$ cat src/rtl/ltc2311_pkg.sv
// Shared types and sizes for the LTC2311-16 device-side emulator.
package ltc2311_pkg;

    localparam int unsigned LTC2311_DATA_W      = 16;
    localparam int unsigned LTC2311_SYNC_STAGES = 2;
    localparam int unsigned LTC2311_RISE_W      = $clog2(LTC2311_DATA_W + 1);

    typedef enum logic [1:0] {
        IDLE    = 2'd0,
        CONVERT = 2'd1,
        SHIFT   = 2'd2
    } emu_state_t;

endpackage

$ cat src/rtl/ltc2311_pin_sync.sv
// Two-flop synchronizer plus edge-detect register for one asynchronous serial pin.
// Edge flags are combinational off the registered chain, so the FSM acts on the third clk edge.
module ltc2311_pin_sync
    import ltc2311_pkg::*;
#(
    parameter logic RESET_VAL = 1'b0
) (
    input  logic clk,
    input  logic reset,
    input  logic i_pin,
    output logic o_rise_c,
    output logic o_fall_c
);

    logic [LTC2311_SYNC_STAGES-1:0] r_sync;
    logic                           r_prev;

    always_ff @(posedge clk or posedge reset) begin
        if (reset) begin
            r_sync <= {LTC2311_SYNC_STAGES{RESET_VAL}};
            r_prev <= RESET_VAL;
        end else begin
            r_sync <= {r_sync[LTC2311_SYNC_STAGES-2:0], i_pin};
            r_prev <= r_sync[LTC2311_SYNC_STAGES-1];
        end
    end

    assign o_rise_c = r_sync[LTC2311_SYNC_STAGES-1] & ~r_prev;
    assign o_fall_c = ~r_sync[LTC2311_SYNC_STAGES-1] & r_prev;

endmodule

$ cat src/rtl/ltc2311_emulator.sv
// Device-side LTC2311-16 model: watches cnv_n/sck, serializes a 16-bit sample on sdo MSB first.
// Optional internal ramp source compiled in with LTC2311_EMU_PATTERN_EN.
module ltc2311_emulator
    import ltc2311_pkg::*;
#(
    parameter int unsigned                CONV_MIN_CYCLES = 12,
    parameter logic [LTC2311_DATA_W-1:0]  RAMP_STEP       = 16'd1
) (
    input  logic                      clk,
    input  logic                      reset,
    input  logic                      cnv_n,
    input  logic                      sck,
    output logic                      sdo,
    input  logic [LTC2311_DATA_W-1:0] sample_in,
    input  logic                      pattern_en,
    output logic                      sample_capture,
    output logic                      frame_done,
    output logic [LTC2311_DATA_W-1:0] conv_count,
    input  logic                      clr_status,
    output logic                      timing_err,
    output logic                      trunc_err
);

    localparam int unsigned TIMER_W = (CONV_MIN_CYCLES > 0) ? $clog2(CONV_MIN_CYCLES + 1) : 1;

    logic w_cnv_rise, w_cnv_fall, w_sck_rise, w_sck_fall;

    ltc2311_pin_sync #(.RESET_VAL(1'b0)) u_cnv_sync (
        .clk      (clk),
        .reset    (reset),
        .i_pin    (cnv_n),
        .o_rise_c (w_cnv_rise),
        .o_fall_c (w_cnv_fall)
    );

    ltc2311_pin_sync #(.RESET_VAL(1'b1)) u_sck_sync (
        .clk      (clk),
        .reset    (reset),
        .i_pin    (sck),
        .o_rise_c (w_sck_rise),
        .o_fall_c (w_sck_fall)
    );

    emu_state_t                r_state, w_state_nx;
    logic [LTC2311_DATA_W-1:0] r_shreg, w_shreg_nx;
    logic                      r_sdo, w_sdo_nx;
    logic [TIMER_W-1:0]        r_timer, w_timer_nx;
    logic [LTC2311_RISE_W-1:0] r_rise_cnt, w_rise_cnt_nx, w_rise_inc;
    logic [LTC2311_DATA_W-1:0] r_conv_count, w_conv_count_nx;
    logic                      r_timing_err, w_timing_err_nx;
    logic                      r_trunc_err, w_trunc_err_nx;
    logic                      r_sample_capture, w_sample_capture_nx;
    logic                      r_frame_done, w_frame_done_nx;
    logic                      w_start;
    logic                      w_timer_short;
    logic [LTC2311_DATA_W-1:0] w_sample;

`ifdef LTC2311_EMU_PATTERN_EN
    logic [LTC2311_DATA_W-1:0] r_ramp;

    // Ramp advances only when it was the value handed to the master.
    always_ff @(posedge clk or posedge reset) begin
        if (reset) begin
            r_ramp <= '0;
        end else if (w_start && pattern_en) begin
            r_ramp <= r_ramp + RAMP_STEP;
        end
    end

    assign w_sample = pattern_en ? r_ramp : sample_in;
`else
    logic w_unused_cfg;
    assign w_unused_cfg = pattern_en ^ (^RAMP_STEP);
    assign w_sample     = sample_in;
`endif

    assign w_timer_short = (r_timer < TIMER_W'(CONV_MIN_CYCLES));
    assign w_rise_inc    = r_rise_cnt + LTC2311_RISE_W'(1);

    always_ff @(posedge clk or posedge reset) begin
        if (reset) begin
            r_state          <= IDLE;
            r_shreg          <= '0;
            r_sdo            <= 1'b0;
            r_timer          <= '0;
            r_rise_cnt       <= '0;
            r_conv_count     <= '0;
            r_timing_err     <= 1'b0;
            r_trunc_err      <= 1'b0;
            r_sample_capture <= 1'b0;
            r_frame_done     <= 1'b0;
        end else begin
            r_state          <= w_state_nx;
            r_shreg          <= w_shreg_nx;
            r_sdo            <= w_sdo_nx;
            r_timer          <= w_timer_nx;
            r_rise_cnt       <= w_rise_cnt_nx;
            r_conv_count     <= w_conv_count_nx;
            r_timing_err     <= w_timing_err_nx;
            r_trunc_err      <= w_trunc_err_nx;
            r_sample_capture <= w_sample_capture_nx;
            r_frame_done     <= w_frame_done_nx;
        end
    end

    // Next-state logic; cnv events are examined before sck events, flag sets override clr_status.
    always_comb begin
        w_state_nx          = r_state;
        w_shreg_nx          = r_shreg;
        w_sdo_nx            = r_sdo;
        w_timer_nx          = r_timer;
        w_rise_cnt_nx       = r_rise_cnt;
        w_conv_count_nx     = r_conv_count;
        w_timing_err_nx     = r_timing_err & ~clr_status;
        w_trunc_err_nx      = r_trunc_err & ~clr_status;
        w_sample_capture_nx = 1'b0;
        w_frame_done_nx     = 1'b0;
        w_start             = 1'b0;

        case (r_state)
            IDLE: begin
                w_sdo_nx = 1'b0;
                w_start  = w_cnv_rise;
            end
            CONVERT: begin
                w_sdo_nx = 1'b0;
                if (w_timer_short) begin
                    w_timer_nx = r_timer + TIMER_W'(1);
                end
                if (w_cnv_fall) begin
                    if (w_timer_short) begin
                        w_timing_err_nx = 1'b1;
                    end
                    w_sdo_nx      = r_shreg[LTC2311_DATA_W-1];
                    w_shreg_nx    = {r_shreg[LTC2311_DATA_W-2:0], 1'b0};
                    w_rise_cnt_nx = '0;
                    w_state_nx    = SHIFT;
                end
            end
            SHIFT: begin
                if (w_cnv_rise) begin
                    w_trunc_err_nx = 1'b1;
                    w_start        = 1'b1;
                end else if (w_sck_fall) begin
                    // Zero fill makes sdo read 0 once bit 0 has gone out.
                    w_sdo_nx   = r_shreg[LTC2311_DATA_W-1];
                    w_shreg_nx = {r_shreg[LTC2311_DATA_W-2:0], 1'b0};
                end else if (w_sck_rise) begin
                    w_rise_cnt_nx = w_rise_inc;
                    if (w_rise_inc == LTC2311_RISE_W'(LTC2311_DATA_W)) begin
                        w_frame_done_nx = 1'b1;
                        w_sdo_nx        = 1'b0;
                        w_state_nx      = IDLE;
                    end
                end
            end
            default: begin
                w_sdo_nx   = 1'b0;
                w_state_nx = IDLE;
            end
        endcase

        if (w_start) begin
            w_shreg_nx          = w_sample;
            w_sample_capture_nx = 1'b1;
            w_conv_count_nx     = r_conv_count + LTC2311_DATA_W'(1);
            w_timer_nx          = '0;
            w_sdo_nx            = 1'b0;
            w_state_nx          = CONVERT;
        end
    end

    assign sdo            = r_sdo;
    assign sample_capture = r_sample_capture;
    assign frame_done     = r_frame_done;
    assign conv_count     = r_conv_count;
    assign timing_err     = r_timing_err;
    assign trunc_err      = r_trunc_err;

endmodule

$ cat config.mk
export PLATFORM = sky130hd
export DESIGN_NAME = ltc2311_emulator
export DESIGN_NICKNAME = d
export VERILOG_FILES = /design/src/rtl/ltc2311_pkg.sv /design/src/rtl/ltc2311_pin_sync.sv /design/src/rtl/ltc2311_emulator.sv
export SDC_FILE = /design/constraint.sdc
export NUM_CORES = 1
export LEC_CHECK = 0
export CELL_PAD_IN_SITES_DETAIL_PLACEMENT = 1
export CELL_PAD_IN_SITES_GLOBAL_PLACEMENT = 1
export CORE_MARGIN = 4
export CORE_UTILIZATION = 41
export CTS_CLUSTER_SIZE = 25
export DETAILED_ROUTE_END_ITERATION = 12
export GPL_TIMING_DRIVEN = 0
export HOLD_SLACK_MARGIN = 0.1
export PLACE_DENSITY = 0.75
export SYNTH_ARGS = -nofsm -noshare
export SYNTH_HDL_FRONTEND = slang
export SYNTH_SLANG_ARGS = --single-unit
$ cat constraint.sdc
create_clock -name clk -period 2.4 [get_ports clk]
set_input_delay 0.48 -clock clk [delete_from_list [all_inputs] [get_ports clk]]
set_output_delay 0.48 -clock clk [all_outputs]
set_load 0.02 [all_outputs]
* Word level (Yosys, flattened, before mapping)
Cells that the tools add are included.
** Operators by class
- Bitwise gates (word level) :: 11
- Reduce and logical (&&, ||, !) cells :: 10
- Mux-type cells :: 40
- $lt $le $gt $ge :: 1
- Eq/ne operators :: 16
- Add/sub/neg operators :: 3
** Operators with widths (number)
- $mux W16 :: 4
- $pmux W16 S2 :: 1
- $mux W5 :: 4
- $mux W1 :: 18
- $add A16 B1 Y16 const B :: 1
- $mux W2 :: 6
- $mux W4 :: 3
- $pmux W5 S2 :: 1
- $ne A3 B2 Y1 const B :: 3
- $ne A3 B3 Y1 const B :: 3
- $and A1 B1 Y1 :: 6
- $ne A2 B2 Y1 const B :: 3
- $pmux W2 S3 :: 1
- $reduce_and A6 Y1 :: 1
- $reduce_bool A2 Y1 :: 3
- $add A5 B1 Y5 const B :: 1
- $eq A5 B5 Y1 const B :: 1
- $not A1 Y1 :: 5
- $reduce_and A5 Y1 :: 1
- $add A4 B1 Y4 const B :: 1
- $lt A4 B4 Y1 const B :: 1
- $ne A2 B1 Y1 const B :: 2
- $ne A4 B2 Y1 const B :: 1
- $ne A4 B3 Y1 const B :: 1
- other kinds (8) :: 9
** Storage, ports and cells
- Input bits :: 22
- Logic and storage cells :: 95
- Register bits after elaboration :: 54

* Depth between registers and ports, before layout
Gate-level depths: netlist of the first run.
- Word-level depth :: 8
- Gate-level depth with buffers :: 8
- Mapped depth without buffers :: 7

* Hierarchy
From an unflattened synthesis of the first run, not the netlist that was laid out.
** Second synthesis, totals
- Cell total of the unflattened synthesis :: 262
- Area total of the unflattened synthesis :: 2648.8 sq um
** By module, submodules not included
- ltc2311_emulator :: instances 1, area an instance 2457.4 sq um, seq. area each 1201.2 sq um, cells each 250
- ltc2311_pin_sync at u_sck_sync :: instances 1, area an instance 97.6 sq um, seq. area each 78.8 sq um, cells each 6
- ltc2311_pin_sync at u_cnv_sync :: instances 1, area an instance 93.8 sq um, seq. area each 75.1 sq um, cells each 6

* Worst setup path before layout of the first run
OpenSTA, ideal clock, no wires.
- Path kind :: flip-flop to flip-flop
- From :: reg u_sck_sync.r_sync[1]
- To :: reg r_rise_cnt[0]
- Period minus slack after synthesis :: 1845 ps
- Cell stages (with the launch flop) :: 7
- Buffers on the path :: 0
- Arrival :: 1720 ps
- Setup slack :: 555 ps
- Path through :: dfstp_2 inv_1 ha_1 nand2b_1 a221o_1 a21o_1 mux2_2
** On the way
- Cells in the longest elaborated chain, start to end :: 4
** Ends and longest elaborated chain
- start, declared :: line ltc2311_pin_sync.sv:15 : logic [LTC2311_SYNC_STAGES-1:0] r_sync;
- start signal, assigned :: line ltc2311_pin_sync.sv:20 : r_sync <= {LTC2311_SYNC_STAGES{RESET_VAL}};
- start signal, assigned :: line ltc2311_pin_sync.sv:23 : r_sync <= {r_sync[LTC2311_SYNC_STAGES-2:0], i_pin};
- $not A1 Y1 :: line ltc2311_pin_sync.sv:29 : assign o_fall_c = ~r_sync[LTC2311_SYNC_STAGES-1] & r_prev;
- $and A1 B1 Y1 :: line ltc2311_pin_sync.sv:29
- $ne A2 B2 Y1 (no source line)
- $reduce_and A5 Y1 (no source line) (*)
- end signal, assigned :: line ltc2311_emulator.sv:97 : r_rise_cnt <= w_rise_cnt_nx;
- end, declared :: line ltc2311_emulator.sv:48 : logic [LTC2311_RISE_W-1:0] r_rise_cnt, w_rise_cnt_nx, w_rise_inc;
Mark *: on every way between the ends. The rest lies on a longest branch, timed or not.
A chain may end at the register's enable or synchronous reset.

* Worst setup path after layout of the first run
Same ends and word-level chain as after synthesis.

==> impl_metrics.env, run 1 <==
export IMPL_worst_pin_slew_ns=0.5853
export IMPL_max_slew_margin=0.6092
export IMPL_numCtsBuffers=5
export IMPL_drive_gt1_frac=0.1103
export IMPL_clock_fmax_ghz=0.4927
export IMPL_cpLargestDelayFamily="compound AO/OA/AOI/OAI gates"
export IMPL_skew_ns=0.006141
export IMPL_final_cells=356
export IMPL_grt_usage=0.1558
export IMPL_grt_pass1_wl_um=9328
export IMPL_avgSynthCellArea_um2=11.04
export IMPL_ys_seq_area_frac=0.5311
export IMPL_die_area_um2=7548
export IMPL_peakVddDrop_mv=0.4575
export IMPL_postCtsSetupBuffers=0
export IMPL_buffer_ports_inserted=41
export IMPL_end_kind="flip-flop"
export IMPL_die_h_um=86.88
export IMPL_htree_levels=2
export IMPL_wl_per_cell_um=14.90
export IMPL_syn_nets=261
export IMPL_rsz0062_at_grt="false"
export IMPL_place_area_um2=3075
export IMPL_synth_top_cells_by_area="dfrtp_1 50%, mux2i_1 6.7%, xnor2_1 4.1%"
export IMPL_grt_pass1_vias=1926
export IMPL_hold_depth=0
export IMPL_post_cts_resize_count=0
export IMPL_hold_class="flip-flop to flip-flop"
export IMPL_ioPinCount=43
export IMPL_period_share=0.8457
export IMPL_finalInstanceArea_um2=3184
export IMPL_ctsLongestPathBuffers=2
export IMPL_min_period_ns=2.030
export IMPL_ys_ff_latch=54
export IMPL_yosysWarnings=0
export IMPL_dp_hpwl_um=3932
export IMPL_core_area_um2=5991
export IMPL_wl_um=5304
export IMPL_powerDensity_nw_per_um2=958.3
export IMPL_maxCapViolCount=0
export IMPL_die_w_um=86.88
export IMPL_critPathKind="flip-flop to flip-flop"
export IMPL_nFillCells=652
export IMPL_setup_viol=0
export IMPL_timing_hold_ws_ns=0.3589
export IMPL_n_antenna_cell=0
export IMPL_num_nets_final=310
export IMPL_drt_iter0_drc=66
export IMPL_worstPathMaxFanout=7
export IMPL_syn_instance_count=231
export IMPL_cp_num_cells=6
export IMPL_tritoncts="yes"
export IMPL_cts_hold_buf=0
export IMPL_netlist_area_um2=2551
export IMPL_placementRows=28
export IMPL_via_count=1821
export IMPL_area_growth_pct=24.82
export IMPL_slowest_delay_ns=0.56
export IMPL_run_status="finished, final reports clean"
export IMPL_cts_root_buf="clkbuf_8"
export IMPL_power_leakage_nw=1.377
export IMPL_clock_latency_ns=0.31
export IMPL_overflow=0
export IMPL_drcViolationCount=0
export IMPL_drv_slew=0
export IMPL_tns_ns=0
export IMPL_vias_per_cell=5.115
export IMPL_grt_max_degree=29
export IMPL_antenna_found_initial=0
export IMPL_yosysTopAreaCellShare=0.5002
export IMPL_synth_top_area_cell="dfrtp_1"
export IMPL_clkTransAtPathRegs_ns=0.10
export IMPL_path_buf_inv=1
export IMPL_hold_viol_final=0
export IMPL_cts_num_sinks=54
export IMPL_synth_distinct_cells=44
export IMPL_slowest_stage="dfstp_2"
export IMPL_crit_required_ns=2.60
export IMPL_initial_core_util=0.4259
export IMPL_place_congestion=0.6924
export IMPL_numPlacedInstances=348
export IMPL_start_kind="flip-flop"
export IMPL_final_util=0.5315
export IMPL_cp_arrival_ns=2.23
export IMPL_antenna_left=0
export IMPL_cp_cell_sequence="inv_1 -> ha_1 -> nand2b_1 -> a221o_1 -> a21o_1 -> mux2_2"
export IMPL_dr_pass1_iters=4
export IMPL_reg2reg_depth=6
## path summary, 6_finish.rpt
kind | start | endpoint | slack (ns)
min in group asynchronous | reset | r_shreg[10] | 0.55
max | u_sck_sync.r_sync[1] | r_rise_cnt[0] | 0.37
max in group asynchronous | reset | trunc_err | 1.30
max reg2reg | u_sck_sync.r_sync[1] | r_rise_cnt[0] | 0.37
min | u_cnv_sync.r_sync[0] | u_cnv_sync.r_sync[1] | 0.36
min reg2reg | u_cnv_sync.r_sync[0] | u_cnv_sync.r_sync[1] | 0.36
## cell usage in the layout, fill, tap and decap left out, types with 2 or more instances in the layout
master           count
nor2b_1              2
nand3_1              5
a21o_1               3
nor2_1              25
nand2_1             16
dfrtp_1             51
o21ai_0              8
nand4_1              4
nand2b_1             3
dfstp_2              3
clkbuf_8             5
mux2i_1             17
nor3_1               2
buf_2                4
xnor2_1             12
a22o_1               2
inv_1               11
mux2_2               2
xor2_1               5
and3_1               3
buf_6                3
ha_1                 8
a21oi_1             19
clkinv_2             2
clkdlybuf4s50_1     41
## synth_stat cells
cell       number
nor3b_4         1
and2b_1         1
a31o_2          1
buf_6           3
nor2_2          1
a2bb2oi_1       1
a22o_1          2
nand4_1         4
and4b_1         1
nor3_4          1
nand2b_1        3
or2_1           1
xnor2_1        12
mux2_1          1
o21ai_0         8
inv_1          12
nor3_1          2
nor2_1         25
a21oi_1        19
a22oi_2         1
dfrtp_1        51
a21oi_2         1
o31ai_2         1
buf_2           4
and4_4          1
nand2_1        16
and4_1          1
xor2_1          5
a221o_1         1
nand4_2         1
mux2_2          2
a211o_1         1
dfstp_2         3
nand3_1         5
a221oi_1        1
a21o_1          3
o22ai_1         1
o31ai_1         1
and3_1          3
ha_1            8
a41oi_1         1
mux2i_1        17
nor4_1          1
nor2b_1         2
## sequential cells by signal (all words and copies together), names as in the netlist
register           flops
conv_count            16
frame_done             1
r_rise_cnt             5
r_shreg               16
r_state                2
r_timer                4
sample_capture         1
sdo                    1
timing_err             1
trunc_err              1
u_cnv_sync.r_prev      1
u_cnv_sync.r_sync      2
u_sck_sync.r_prev      1
u_sck_sync.r_sync      2
## area by class of cell
class,instances,area [µm²],share of cell area
sequential,54,1355,0.4255
multi-input combinational,158,1097,0.3446
timing repair buffer,42,430.4,0.1352
tap,75,93.84,0.02947
clock buffer,5,68.82,0.02161
buffer,7,53.80,0.01690
inverter,12,45.04,0.01415
clock inverter,3,40.04,0.01257
## where the power goes
group	internal (mW)	leakage, nW	switching, mW
sequential	1.13	0.666	0.158
combinational	0.509	0.653	0.646
clock	0.308	0.0579	0.305
total	1.94	1.38	1.11
## cells by family after synthesis
family | Yosys count | share of synthesized area
flip-flops | 54 | 0.5311
adder cells (fa/ha/maj) | 8 | 0.03924
buffers and inverters | 19 | 0.03874
multiplexers | 20 | 0.07994
AO/OA/AOI/OAI | 43 | 0.1084
XOR/XNOR | 17 | 0.05836
AND/OR/NAND/NOR | 70 | 0.1442
## metal layers
metal / share of wire / vias to the layer above / GRT usage
li1: - / 891 / -
met1: 0.46 / 898 / 0.2061
met2: 0.50 / 26 / 0.2602
met3: 0.031 / 6 / 0.03122
met4: 0.011 / 0 / 0.04249
met5: 0 / - / 0
## metrics by stage
stage	power [mW]	setup slack [ns]
3_5_place_dp	2.472	0.3731
5_1_grt	3.312	0.2650
4_1_cts	3.091	0.3603
2_1_floorplan	2.094	0.5550
6_report	3.051	0.3704
3_3_place_gp	2.425	-0.4591
No activity file was read; power rests on OpenSTA's default activity.
==> run 2: changes to the inputs <==
==> constraint.sdc (replaced) <==
create_clock -name clk -period 2.1 [get_ports clk]
set_input_delay 0.42 -clock clk [delete_from_list [all_inputs] [get_ports clk]]
set_output_delay 0.42 -clock clk [all_outputs]
set_load 0.02 [all_outputs]
==> run 2 against run 1 <==
Maximum frequency rose by 1.5%; core utilization up 0.23 points; clock power rose by 14%; worst setup slack worse by 0.27 ns; critical path depth did not move; die area is the same; sequential power increased by 15%; total power increased by 15%; flip-flop and latch count unchanged; count of clock-buffer cells in the layout unchanged; largest cell class unchanged.
==> impl_metrics.env, run 2 (synthesis gave the netlist of run 1 again) <==
export IMPL_cpLargestDelayFamily="compound AO/OA/AOI/OAI gates"
export IMPL_cp_arrival_ns=2.20
export IMPL_final_common_cell="dfrtp_1"
export IMPL_final_cells=356
export IMPL_numCtsBuffers=5
export IMPL_peakVddDrop_mv=0.5245
export IMPL_ioPinCount=43
export IMPL_maxCapViolCount=0
export IMPL_tritoncts="yes"
export IMPL_grt_pass1_vias=1926
export IMPL_path_buf_inv=1
export IMPL_antenna_left=0
export IMPL_core_area_um2=5991
export IMPL_htree_levels=2
export IMPL_clock_latency_ns=0.31
export IMPL_n_antenna_cell=0
export IMPL_vias_per_cell=5.129
export IMPL_cp_cell_sequence="inv_1 -> ha_1 -> nand2b_4 -> a221o_2 -> a21o_1 -> mux2_2"
export IMPL_start_kind="flip-flop"
export IMPL_buffer_ports_inserted=41
export IMPL_via_count=1826
export IMPL_placementRows=28
export IMPL_seqCellArea_um2=1355
export IMPL_slowest_delay_ns=0.56
export IMPL_clock_fmax_ghz=0.5003
export IMPL_die_h_um=86.88
export IMPL_multi_input_area_um2=1106
export IMPL_grt_usage=0.1558
export IMPL_hold_class="flip-flop to flip-flop"
export IMPL_area_growth_pct=25.36
export IMPL_critPathKind="flip-flop to flip-flop"
export IMPL_initial_core_util=0.4259
export IMPL_drv_slew=0
export IMPL_startpoint="u_sck_sync.r_sync[1]"
export IMPL_die_area_um2=7548
export IMPL_finalInstanceArea_um2=3198
export IMPL_final_cell_mix="51 x dfrtp_1, 41 x clkdlybuf4s50_1, 25 x nor2_1"
export IMPL_worstPathMaxFanout=7
export IMPL_wl_per_cell_um=14.96
export IMPL_cts_num_sinks=54
export IMPL_drt_iter0_drc=62
export IMPL_run_status="finished, final reports clean"
export IMPL_grt_max_degree=29
export IMPL_antenna_found_initial=0
export IMPL_die_w_um=86.88
export IMPL_setup_viol=0
export IMPL_nFillCells=648
export IMPL_skew_ns=0.005863
export IMPL_crit_required_ns=2.30
export IMPL_min_period_ns=1.999
export IMPL_drive_gt1_frac=0.1174
export IMPL_powerDensity_nw_per_um2=1095
export IMPL_cts_root_buf="clkbuf_8"
export IMPL_end_kind="flip-flop"
export IMPL_grt_pass1_wl_um=9328
export IMPL_numPlacedInstances=348
export IMPL_rsz0062_at_grt="false"
export IMPL_dp_hpwl_um=3932
export IMPL_reg2reg_from="u_sck_sync.r_sync[1]"
export IMPL_place_area_um2=3075
export IMPL_power_leakage_nw=1.381
export IMPL_ctsLongestPathBuffers=2
export IMPL_period_share=0.9518
export IMPL_worstHoldStart="u_cnv_sync.r_sync[0]"
export IMPL_clkTransAtPathRegs_ns=0.10
export IMPL_overflow=0
export IMPL_place_congestion=0.6924
export IMPL_max_slew_margin=0.6060
export IMPL_slowest_stage="dfstp_2"
export IMPL_tns_ns=0
export IMPL_hold_viol_final=0
export IMPL_drcViolationCount=0
export IMPL_dr_pass1_iters=4
export IMPL_wl_um=5327
export IMPL_num_nets_final=310
export IMPL_worst_pin_slew_ns=0.5902
## run 2: cell types whose count changed in the layout (fill, tap and decap cells not counted)
cell and delta:
a221o_1 -1, buf_2 -2, nand2b_1 -1, a221o_2 +1, nand2b_4 +1, clkbuf_4 +2
## run 2: where the power goes
part           leakage (nW)  switching, mW  internal (mW)
clock network        0.0579          0.348          0.352
logic                 0.658          0.738          0.597
registers             0.666          0.180           1.29
total                  1.38           1.27           2.24
## run 2: cell type report
type | instances | share of cell area
clock inverters | 3 | 0.01252
well taps | 75 | 0.02934
clock buffers | 5 | 0.02152
plain buffers | 7 | 0.01839
flip-flops and latches | 54 | 0.4237
inverters | 12 | 0.01408
multi-input cells | 158 | 0.3459
repair buffers | 42 | 0.1346
## run 2: what timing repair did
action	in CTS	in global routing
resized for setup	0	4
buffers inserted	0	0
hold buffers	0	0
hold endpoints to repair	0	0
endpoints found under the setup margin	0	7
## run 2: final timing paths
path                                        endpoint  slack (ns)  depth (start not counted)
worst max-delay path                   r_rise_cnt[0]        0.10                          6
worst min-delay path            u_cnv_sync.r_sync[1]        0.36                          0
worst max register to register         r_rise_cnt[0]        0.10                          6
worst min register to register  u_cnv_sync.r_sync[1]        0.36                          0
max in group asynchronous                  trunc_err        1.06                          3
min in group asynchronous                r_shreg[10]        0.49                          2
## run 2: through the flow
| stage | total power, mW | hold WS, ns | setup WS [ns] | utilization |
|---|---|---|---|---|
| after global placement | 2.771 | 0.3347 | -0.6991 | 0.5100 |
| after global routing | 3.800 | 0.3657 | 0.004661 | 0.5338 |
| final | 3.503 | 0.3589 | 0.1013 | 0.5338 |
| after CTS | 3.532 | 0.3615 | 0.06026 | 0.5315 |
| after floorplan | 2.393 | 0.3312 | 0.2550 | - |
| after detailed placement | 2.825 | 0.3381 | 0.07312 | 0.5134 |
## run 2: layer usage
layer | part of all wire | track usage | vias to the layer above
li1 | - | - | 890
met1 | 0.45 | 0.2061 | 900
met5 | 0 | 0 | -
met3 | 0.035 | 0.03122 | 6
met2 | 0.50 | 0.2602 | 30
met4 | 0.011 | 0.04249 | 0
==> run 3: changes to the inputs <==
--- a/config.mk
+++ b/config.mk
@@ -7,6 +7,7 @@
 export LEC_CHECK = 0
 export CELL_PAD_IN_SITES_DETAIL_PLACEMENT = 1
 export CELL_PAD_IN_SITES_GLOBAL_PLACEMENT = 1
+export CORE_ASPECT_RATIO = 1.1
 export CORE_MARGIN = 4
 export CORE_UTILIZATION = 41
 export CTS_CLUSTER_SIZE = 25
==> run 3 against run 2 <==
Hold slack lost 0.0036 ns; highest routed layer unchanged; sequential share of layout area grew 0.066 points; count of clock-buffer cells in the layout grew 2; global-route usage shrank 1.3 points; critical path depth is the same; critical endpoint is now r_rise_cnt[3].
==> impl_metrics.env, run 3 (synthesis gave the netlist of run 1 again) <==
export IMPL_area_growth_pct=25.16
export IMPL_clock_latency_ns=0.30
export IMPL_worst_pin_slew_ns=0.6346
export IMPL_setup_ws_ns=0.1552
export IMPL_final_common_cell="dfrtp_1"
export IMPL_final_cells=359
export IMPL_timing_hold_ws_ns=0.3554
export IMPL_peakVddDrop_mv=0.6612
export IMPL_crit_required_ns=2.32
export IMPL_numPlacedInstances=350
export IMPL_vias_per_cell=5.053
export IMPL_antenna_found_initial=0
export IMPL_wl_per_cell_um=14.36
export IMPL_n_antenna_cell=0
export IMPL_ctsLongestPathBuffers=2
export IMPL_hold_viol_final=0
export IMPL_ioPinCount=43
export IMPL_cts_num_sinks=54
export IMPL_cpLargestDelayFamily="compound AO/OA/AOI/OAI gates"
export IMPL_tritoncts="yes"
export IMPL_tns_ns=0
export IMPL_clkTransAtPathRegs_ns=0.09
export IMPL_drt_iter0_drc=42
export IMPL_grt_max_degree=29
export IMPL_power_leakage_nw=1.376
export IMPL_powerDensity_nw_per_um2=1064
export IMPL_cts_root_buf="clkbuf_8"
export IMPL_final_cell_mix="51 x dfrtp_1, 41 x clkdlybuf4s50_1, 25 x nor2_1"
export IMPL_num_nets_final=311
export IMPL_wl_um=5154
export IMPL_dp_hpwl_um=3896
export IMPL_overflow=0
export IMPL_grt_usage=0.1431
export IMPL_drcViolationCount=0
export IMPL_skew_ns=0.004095
export IMPL_max_slew_margin=0.5763
export IMPL_end_kind="flip-flop"
export IMPL_drv_slew=0
export IMPL_rsz0062_at_grt="false"
export IMPL_grt_pass1_vias=1925
export IMPL_drive_gt1_frac=0.1241
export IMPL_grt_pass1_wl_um=8907
export IMPL_core_area_um2=5914
export IMPL_clock_fmax_ghz=0.5142
export IMPL_setup_viol=0
export IMPL_nFillCells=661
export IMPL_initial_core_util=0.4314
export IMPL_path_buf_inv=1
export IMPL_slowest_delay_ns=0.55
export IMPL_buffer_ports_inserted=41
export IMPL_dr_pass1_iters=2
export IMPL_start_kind="flip-flop"
export IMPL_cp_cell_sequence="inv_1 -> ha_2 -> nand2b_4 -> a221o_2 -> or2_1 -> o31ai_2"
export IMPL_period_share=0.9261
export IMPL_fin_total_pwr_mw=3.396
export IMPL_min_period_ns=1.945
export IMPL_hold_class="flip-flop to flip-flop"
export IMPL_placementRows=29
export IMPL_die_w_um=83.21
export IMPL_via_count=1814
export IMPL_cts_hold_buf=0
export IMPL_antenna_left=0
export IMPL_htree_levels=2
export IMPL_place_congestion=0.7163
export IMPL_die_area_um2=7550
export IMPL_slowest_stage="dfstp_2"
export IMPL_numCtsBuffers=5
export IMPL_die_h_um=90.73
export IMPL_cp_arrival_ns=2.16
export IMPL_maxCapViolCount=0
export IMPL_pre_cts_ws_ns=0.05403
export IMPL_critPathKind="flip-flop to flip-flop"
export IMPL_worstPathMaxFanout=6
export IMPL_run_status="finished, final reports clean"
## run 3: per-layer routing
metal,GRT usage,part of all wire
met5,0,0
met4,0.03678,0.0019
met3,0.03285,0.032
met2,0.2467,0.51
met1,0.1805,0.46
## run 3: stage by stage
step | instance area, µm² | utilization
final | 3193 | 0.5399
after global routing | 3193 | 0.5399
after CTS | 3169 | 0.5359
after detailed placement | 3078 | 0.5204
after global placement | 3058 | 0.5170
after floorplan | 2551 | -
## run 3: final timing paths
check                                           from              endpoint  slack [ns]  depth (start not counted)
worst max-delay path            u_sck_sync.r_sync[1]         r_rise_cnt[3]        0.16                          6
worst min-delay path            u_cnv_sync.r_sync[0]  u_cnv_sync.r_sync[1]        0.36                          0
worst max register to register  u_sck_sync.r_sync[1]         r_rise_cnt[3]        0.16                          6
worst min register to register  u_cnv_sync.r_sync[0]  u_cnv_sync.r_sync[1]        0.36                          0
max in group asynchronous                      reset  u_sck_sync.r_sync[1]        0.95                          3
min in group asynchronous                      reset         conv_count[1]        0.51                          2
## run 3: repair_timing
action | CTS | global route
gates resized for setup | 0 | 4
buffers inserted | 0 | 1
endpoints found under the setup margin | 0 | 4
## run 3: cell type report
class | instances | area (µm²) | share of cell area
Buffer | 7 | 53.80 | 0.01685
Clock buffer | 7 | 86.33 | 0.02704
Clock inverter | 1 | 5.005 | 0.001567
Inverter | 12 | 45.04 | 0.01411
Multi-Input combinational cell | 158 | 1114 | 0.3487
Sequential cell | 54 | 1355 | 0.4244
Tap cell | 77 | 96.34 | 0.03017
Timing Repair Buffer | 43 | 437.9 | 0.1371
## run 3: power breakdown
group / leakage, nW / switching (mW) / internal [mW] / total (mW)
logic: 0.662 / 0.731 / 0.605 / 1.34
registers: 0.666 / 0.180 / 1.29 / 1.47
clock network: 0.0482 / 0.325 / 0.267 / 0.592
total: 1.38 / 1.24 / 2.16 / 3.40
